===== src/rtl/mul_div_unit.sv =====
// mul_div_unit: iterative RV32M multiply/divide (shift-add multiply, restoring divide)
// Ports: clk, rst (sync, active-high); in_valid/in_ready with op (funct3), a, b;
//        out_valid/out_ready with result.
// Build option MDU_FAST_SPECIAL_EN: divide-by-zero, signed overflow and zero-operand
// multiplies skip CALC and complete one cycle after accept (same result values).
module mul_div_unit #(
    parameter int WIDTH = 32
) (
    input  logic             clk,
    input  logic             rst,
    input  logic             in_valid,
    output logic             in_ready,
    input  logic [2:0]       op,
    input  logic [WIDTH-1:0] a,
    input  logic [WIDTH-1:0] b,
    output logic             out_valid,
    input  logic             out_ready,
    output logic [WIDTH-1:0] result
);
    localparam int CW = $clog2(WIDTH);
    typedef enum logic [1:0] {IDLE, CALC, DONE} state_t;
    state_t             state_q;
    logic [CW-1:0]      cnt_q;
    logic [2:0]         op_q;
    logic [WIDTH-1:0]   m_q;
    logic [2*WIDTH-1:0] p_q;
    logic               neg_q, negr_q, in_ready_q, out_valid_q;
    logic [WIDTH-1:0]   result_q;
    logic               sa, sb, na, nb, b_zero, ge;
    logic [WIDTH-1:0]   a_mag, b_mag, q, r, res_d;
    logic [WIDTH:0]     sum, t;
    logic [2*WIDTH-1:0] p_d, prod;
    assign sa     = (op == 3'b001) || (op == 3'b010) || (op == 3'b100) || (op == 3'b110);
    assign sb     = (op == 3'b001) || (op == 3'b100) || (op == 3'b110);
    assign na     = sa & a[WIDTH-1];
    assign nb     = sb & b[WIDTH-1];
    assign a_mag  = na ? -a : a;
    assign b_mag  = nb ? -b : b;
    assign b_zero = b == '0;
`ifdef MDU_FAST_SPECIAL_EN
    logic             fast;
    logic [WIDTH-1:0] fast_res;
    // Overflow result equals a (min_signed), so a doubles as the DIV value there.
    assign fast     = op[2] ? (b_zero || (!op[0] && a == {1'b1, {(WIDTH-1){1'b0}}} && &b))
                            : (a == '0 || b_zero);
    assign fast_res = op[2] ? (b_zero ? (op[1] ? a : '1) : (op[1] ? '0 : a)) : '0;
`endif
    // p_q holds {high, low} product during multiply and {remainder, dividend/quotient} during divide.
    always_comb begin
        sum   = {1'b0, p_q[2*WIDTH-1:WIDTH]} + (p_q[0] ? {1'b0, m_q} : '0);
        t     = p_q[2*WIDTH-1:WIDTH-1];
        ge    = t >= {1'b0, m_q};
        p_d   = op_q[2] ? (ge ? {t[WIDTH-1:0] - m_q, p_q[WIDTH-2:0], 1'b1}
                              : {t[WIDTH-1:0], p_q[WIDTH-2:0], 1'b0})
                        : {sum, p_q[WIDTH-1:1]};
        prod  = neg_q ? -p_d : p_d;
        q     = neg_q ? -p_d[WIDTH-1:0] : p_d[WIDTH-1:0];
        r     = negr_q ? -p_d[2*WIDTH-1:WIDTH] : p_d[2*WIDTH-1:WIDTH];
        res_d = op_q[2] ? (op_q[1] ? r : q)
                        : (op_q[1:0] == 2'b00 ? prod[WIDTH-1:0] : prod[2*WIDTH-1:WIDTH]);
    end
    always_ff @(posedge clk) begin
        if (rst) begin
            state_q     <= IDLE;
            cnt_q       <= '0;
            op_q        <= '0;
            m_q         <= '0;
            p_q         <= '0;
            neg_q       <= 1'b0;
            negr_q      <= 1'b0;
            in_ready_q  <= 1'b1;
            out_valid_q <= 1'b0;
            result_q    <= '0;
        end else begin
            unique case (state_q)
                IDLE: if (in_valid) begin
                    op_q       <= op;
                    m_q        <= b_mag;
                    p_q        <= {{WIDTH{1'b0}}, a_mag};
                    // A zero divisor must yield an all-ones quotient, so no negation then.
                    neg_q      <= (na ^ nb) & ~(op[2] & b_zero);
                    negr_q     <= na;
                    cnt_q      <= '0;
                    in_ready_q <= 1'b0;
`ifdef MDU_FAST_SPECIAL_EN
                    if (fast) begin
                        state_q     <= DONE;
                        out_valid_q <= 1'b1;
                        result_q    <= fast_res;
                    end else begin
                        state_q <= CALC;
                    end
`else
                    state_q    <= CALC;
`endif
                end
                CALC: begin
                    cnt_q <= cnt_q + 1'b1;
                    p_q   <= p_d;
                    if (cnt_q == CW'(WIDTH - 1)) begin
                        state_q     <= DONE;
                        out_valid_q <= 1'b1;
                        result_q    <= res_d;
                    end
                end
                DONE: if (out_ready) begin
                    state_q     <= IDLE;
                    out_valid_q <= 1'b0;
                    in_ready_q  <= 1'b1;
                end
                default: state_q <= IDLE;
            endcase
        end
    end
    assign in_ready  = in_ready_q;
    assign out_valid = out_valid_q;
    assign result    = result_q;
endmodule


===== config.mk =====
export PLATFORM = sky130hd
export DESIGN_NAME = mul_div_unit
export DESIGN_NICKNAME = d
export VERILOG_FILES = /design/src/rtl/mul_div_unit.sv
export SDC_FILE = /design/constraint.sdc
export NUM_CORES = 1
export LEC_CHECK = 0
export ABC_AREA = 1
export CAP_MARGIN = 20
export CELL_PAD_IN_SITES_DETAIL_PLACEMENT = 0
export CELL_PAD_IN_SITES_GLOBAL_PLACEMENT = 1
export CORE_UTILIZATION = 38
export CTS_CLUSTER_DIAMETER = 150
export DETAILED_ROUTE_END_ITERATION = 16
export PLACE_DENSITY = 0.78
export SETUP_SLACK_MARGIN = 0.1
export SLEW_MARGIN = 20
export SYNTH_ARGS = -nofsm -noshare
export SYNTH_HDL_FRONTEND = slang
export SYNTH_SLANG_ARGS = --single-unit

===== constraint.sdc =====
create_clock -name clk -period 3.8 [get_ports clk]
set_input_delay 1.14 -clock clk [delete_from_list [all_inputs] [get_ports clk]]
set_output_delay 1.14 -clock clk [all_outputs]
set_load 0.05 [all_outputs]

# == After elaboration in Yosys (flattened, before gate mapping) ==
# Cells that the tools add are included.
# classes
mux,25
n_reduce_logical,17
bitwise_logic,6
addsub,8
n_eq_ne,10
n_lt_le_gt_ge,1
# op_table
op,count
32-bit 2-to-1 mux,8
64-bit 2-to-1 mux,4
32-bit negator,4
64-bit case mux with 2 select lines,1
64-bit negator,1
32-bit by 32-bit adder with 33-bit output,1
33-bit by 32-bit greater-or-equal comparator with 1-bit output,1
32-bit logical NOT,1
32-bit subtractor,1
5-bit case mux with 2 select lines,1
3-bit AND reduction,3
3-bit equality test (second input constant),2
2-bit 2-to-1 mux,3
2-bit inequality test (second input constant),3
2-bit case mux with 3 select lines,1
2-bit AND reduction,3
2-bit nonzero test,3
5-bit by 1-bit adder with 5-bit output (second input constant),1
5-bit equality test (second input constant),1
1-bit logical OR,5
5-bit 2-to-1 mux,1
1-bit bitwise AND,4
2-bit logical NOT,2
1-bit 2-to-1 mux,4
7 further kinds,8
# totals
out_inout_bits,34
elab_cells,77
ff_bits,142
inputBits,71

# == Logic depth before layout (Yosys ltp) ==
# logic_depth
depth_word,8
mapped_depth,31

# == Worst setup path before layout ==
# OpenSTA, ideal clock, no wires.
# synth_timing
kind,reg2reg
from,register m_q[15]
to,register result_q[20] (netlist: result[20])
t_required_ps,3691
path_stages_with_launch,31
t_arrival_ps,3537
slack_ps,154
synth_period_minus_slack_ps,3646
setup_ps,109
path_cell_list,dfxtp_1 > inv_1 > ha_1 > nand2_2 > inv_1 > nand2_1 > nand2_1 > o21bai_2 > inv_1 > nand2_2 > nand2_4 > nand3_1 > o21ai_2 > ha_1 > nand3_1 > nor2_1 > nand4_1 > nor3_2 > nand4_1 > nor2_1 > inv_1 > o21ai_1 > nand2_1 > inv_2 > nand2_1 > nand2_1 > nand3_1 > nand3_1 > nand3_1 > nand2_1 > inv_1
# synth_between
elab_chain_cells,7
elab_cells_between_ends,15
# synth_rtl
item,line,rtl
from (decl),25,logic [WIDTH-1:0] m_q;
from (signal assigned),78,m_q <= b_mag;
"32-bit 2-to-1 mux, or another cell as far along",50,"sum = {1'b0, p_q[2*WIDTH-1:WIDTH]} + (p_q[0] ? {1'b0, m_q} : '0);"
32-bit by 32-bit adder with 33-bit output or 64-bit 2-to-1 mux (tied branches),"50, 53",
64-bit 2-to-1 mux (*),53,"p_d = op_q[2] ? (ge ? {t[WIDTH-1:0] - m_q, p_q[WIDTH-2:0], 1'b1}"
"64-bit negator, or another cell as far along",56,prod = neg_q ? -p_d : p_d;
"64-bit 2-to-1 mux, or another cell as far along",56,
32-bit 2-to-1 mux (on tied branches),"60, 59",
32-bit 2-to-1 mux (*),59,res_d = op_q[2] ? (op_q[1] ? r : q)
to (signal assigned),103,result_q <= res_d;
to (decl),28,logic [WIDTH-1:0] result_q;
# Mark *: on every way between the ends. The rest lies on a longest branch, timed or not.
# A chain may end at the register's enable or synchronous reset.

# == Worst setup path after layout ==
# layout_timing
from,register m_q[14]
to,register result_q[4] (netlist: result[4])
# layout_between
elab_chain_cells,7
elab_cells_between_ends,12
# layout_rtl
item,line,rtl
33-bit by 32-bit greater-or-equal comparator with 1-bit output (*),52,"ge = t >= {1'b0, m_q};"
64-bit 2-to-1 mux (*) (2 in series),53,
"64-bit negator, or another cell as far along",56,
"64-bit 2-to-1 mux, or another cell as far along",56,
32-bit 2-to-1 mux (on tied branches),"60, 59",
32-bit 2-to-1 mux (*),59,
# Marked as above.

==> impl_metrics.csv <==
group,metric,value,unit
yosys,yosysUniqueCellTypes,53,
power,irDropWorstVdd,0.000271,V
detailed_routing,avgRoutedWirePerCell,18.5,microns
timing,slew_headroom,26.9,%
global_routing,grt_usage,33.8,%
worst_setup_path,rr_worst_depth,26,
detailed_routing,routed_wl,76400,microns
timing,finClkSkew,0.0151,ns
final_layout,fin_nets,3668,
placed_design,place.gp.congestion,0.993,
global_routing,grt_pass1_wl,114000,microns
worst_setup_path,worstPathMaxFanout,7,
final_layout,layoutNonFillerInstCount,4123,
worst_setup_path,cp.required,4.20,ns
cts,cts_tree,"yes",
power,p_leak,11.9,nW
timing,min_period_over_period,96.5,%
timing,fmax,273,MHz
floorplanning,die_area,44300,sq um
worst_setup_path,endpoint_kind,"flip-flop",
floorplanning,fp.dieW,211,microns
power,power-per-cell-area,293,nW/um^2
placed_design,hpwl,60100,microns
yosys,synth_flop_cell,"dfxtp_1",
cts,root_buffer,"clkbuf_16",
cts,clock_latency,0.47,ns
cts,numCtsBuffers,17,
detailed_routing,ant_nets,0,
worst_setup_path,timing.critical_path.buf_inv,8,
min_path,hold_depth,2,
cts,clk_pin_slew_worst_paths,0.07,ns
detailed_routing,first_pass_iters,7,
worst_setup_path,crit_cells,26,
yosys,synth-seq-area-share,17.2,%
global_routing,grt_pass1_vias,19476,
yosys,synthCells,3000,
yosys,avgSynthCellArea,5.51,sq um
cts,htreeDepth,4,
final_layout,syn2layout_area_growth,44.8,%
floorplanning,ios,105,
timing,finalMaxSlewViolations,0,
timing,tightest_slew,1.09,ns
floorplanning,start_util,38.5,%
worst_setup_path,crit_type,"reg -> reg",
cts,cts_num_sinks,142,
min_path,min_path_type,"reg -> reg",
global_routing,grt.overflow.total,0,
yosys,ys_ff_latch,142,
detailed_routing,vias_per_cell,5.21,
cts,cts_buffer_depth,2,
timing,grt_setup_unrepaired,"yes",
worst_setup_path,crit_slowest_cell,"dfxtp_2",
yosys,yosys_warnings,0,
yosys,synth_area,16500,sq um
yosys,synth_edf_count,0,
timing,setup_viol,0,
timing,hold_violations,0,
detailed_routing,drt_iter0_markers,1909,
worst_setup_path,slowest_delay,0.35,ns
final_layout,num_antenna_cells,0,
detailed_routing,drc_errors,0,
global_routing,grt_max_degree,73,
outcome,status,"finished clean",
worst_setup_path,cp_data_arrival_time,4.06,ns
timing,final.setup.tns,0,ns
final_layout,drive_above_1_share,28.5,%
floorplanning,core_region_area,43000,sq um
yosys,synth_async_sr_flop_share,0,%
floorplanning,num_rows,76,
worst_setup_path,start_kind,"flip-flop",
placed_design,placedCellCount,4028,
timing,fin_crit,3.67,ns
yosys,syn_nets,3143,
flow_run,maxCapViolCount,0,
detailed_routing,vias,21480,
worst_setup_path,critPathTopFamily,"simple AND/OR/NAND/NOR gates",
global_routing,antenna_found_initial,0,
placed_design,portBuffers,104,
floorplanning,die_h,211,microns
-- worst reg2reg max path: cells and delay by family (launching register included) --
family / cells / cell delay (ns)
AO/OA/AOI/OAI: 2 / 0.22
flip-flops: 1 / 0.35
AND/OR/NAND/NOR: 14 / 1.59
adder cells (fa/ha/maj): 2 / 0.49
buffers and inverters: 8 / 0.97
-- registers in the layout (all words and copies together) (netlist names) --
signal,count
neg_q,1
in_ready,1
state_q,2
op_q,3
result,32
out_valid,1
p_q,64
negr_q,1
m_q,32
cnt_q,5
-- power by group --
group | internal [mW] | switching (mW) | leakage, nW
Sequential | 1.57 | 0.0761 | 1.18
Clock | 0.955 | 0.768 | 0.275
Combinational | 1.46 | 2.19 | 10.4
-- placed cells by master (no fill, tap or decap), types with 5 or more instances in the layout --
master           synthesis  final
dfxtp_4                  0      5
o211ai_1                11     11
clkbuf_16                0     17
nor2_1                 262    216
ha_1                    70     29
xnor2_1                 39     38
o21ai_1                 15     24
nor3_2                   3      9
ha_2                     0      6
xor2_1                  66     62
inv_1                  438    395
inv_2                    8     46
or2_2                   24     24
a21oi_1                182    162
nand3_4                  0      8
nand2_1                959    866
nor4_1                  10      7
a31oi_1                 36     36
nor2_2                  23     45
o21ai_0                156    139
clkdlybuf4s50_1          0    103
buf_6                    3     16
dfxtp_2                  0     38
nand3_2                  8     38
o21bai_1                 6      6
o21a_1                  21     21
nand2_2                 27    100
nor2_4                   4     28
o21ai_2                  9     15
dfxtp_1                142     99
nand3b_1                21     21
ha_4                     0     35
a21oi_2                  1     18
nand3_1                254    216
nand2_4                  2     23
nor3_1                  31     22
buf_4                    3    490
nand4_1                 33     33
-- routing by layer --
metal / vias up / wire length (microns) / track usage [%]
met2: 824 / 31800 / 50.8
li1: 10589 / - / -
met3: 102 / 5580 / 4.07
met4: 0 / 2260 / 9.40
met5: - / 0 / 0
met1: 9965 / 36800 / 50.2
-- final cells by class --
class	instances	area, sq um
Multi-Input combinational cell	2304	13100
Sequential cell	142	2910
Inverter	448	1690
Timing Repair Buffer	612	4930
Tap cell	585	732
Clock buffer	20	467
Fill cell	4463	19000
Clock inverter	12	110
-- metrics by stage --
stage	cell area [sq um]	hold WS (ns)	worst slack, ns	total power, mW	util [%]
after floorplan	16500	0.443	0.154	3.43	-
after CTS	22700	0.470	0.0437	6.69	52.8
final	23900	0.467	0.135	7.01	55.7
after global routing	23900	0.482	-0.183	7.41	55.7
after detailed placement	21200	0.459	-0.241	4.81	49.4
after global placement	21200	0.453	-0.275	4.79	49.4
-- Yosys cell counts (2+ instances only) --
| cell | instances | area share, % |
|---|---|---|
| o211ai_1 | 11 | 0.50 |
| and2_1 | 2 | 0.076 |
| ha_1 | 70 | 5.3 |
| nand2_2 | 27 | 1.0 |
| o21bai_1 | 6 | 0.27 |
| clkinv_1 | 2 | 0.045 |
| nor3_1 | 31 | 0.94 |
| o21ai_1 | 15 | 0.45 |
| o22ai_1 | 2 | 0.076 |
| a31oi_1 | 36 | 1.4 |
| buf_2 | 21 | 0.64 |
| nor4_1 | 10 | 0.38 |
| nor3_2 | 3 | 0.18 |
| clkbuf_1 | 58 | 1.3 |
| buf_1 | 20 | 0.45 |
| nand2_4 | 2 | 0.14 |
| o21ai_2 | 9 | 0.48 |
| a21o_1 | 3 | 0.14 |
| nand4_1 | 33 | 1.2 |
| nor2_2 | 23 | 0.87 |
| o21bai_2 | 3 | 0.20 |
| a21oi_1 | 182 | 5.5 |
| xnor2_1 | 39 | 2.1 |
| inv_1 | 438 | 9.9 |
| nand3_2 | 8 | 0.48 |
| or2_1 | 2 | 0.076 |
| dfxtp_1 | 142 | 17 |
| inv_2 | 8 | 0.18 |
| nand3b_1 | 21 | 0.95 |
| o21a_1 | 21 | 0.95 |
| xor2_1 | 66 | 3.5 |
| o21ai_0 | 156 | 4.7 |
| fa_1 | 2 | 0.24 |
| nand2_1 | 959 | 22 |
| o31ai_1 | 4 | 0.18 |
| o221ai_1 | 3 | 0.16 |
| or2_2 | 24 | 0.91 |
| nor2_1 | 262 | 5.9 |
| nor2_4 | 4 | 0.27 |
| nand3_1 | 254 | 7.7 |
| buf_6 | 3 | 0.20 |
| buf_8 | 2 | 0.18 |
| buf_4 | 3 | 0.14 |
-- worst paths after layout --
path,startpoint,endpoint,slack (ns)
max,m_q[14],result[4],0.13
min,result[1],result[1],0.47
max reg2reg,m_q[14],result[4],0.13
min reg2reg,result[1],result[1],0.47
-- what timing repair did --
item	in CTS	in global routing
pin swaps	44	93
buffers inserted	33	30
hold buffers	0	0
resized for setup	152	295
endpoints found under the setup margin	29	38
gates cloned	0	2
-- cell families after synthesis --
| kind of cell | after synthesis | share of synthesized area, % |
|---|---|---|
| AOI/OAI and AO/OA | 456 | 15.3 |
| muxes | 1 | 0.0605 |
| buffers and inverters | 555 | 13.1 |
| adders and majority gates | 72 | 5.54 |
| xor gates and xnor gates | 105 | 5.56 |
| DFF | 142 | 17.2 |
| and+or+nand+nor | 1669 | 43.3 |
Power figures use the tool's default switching activity.
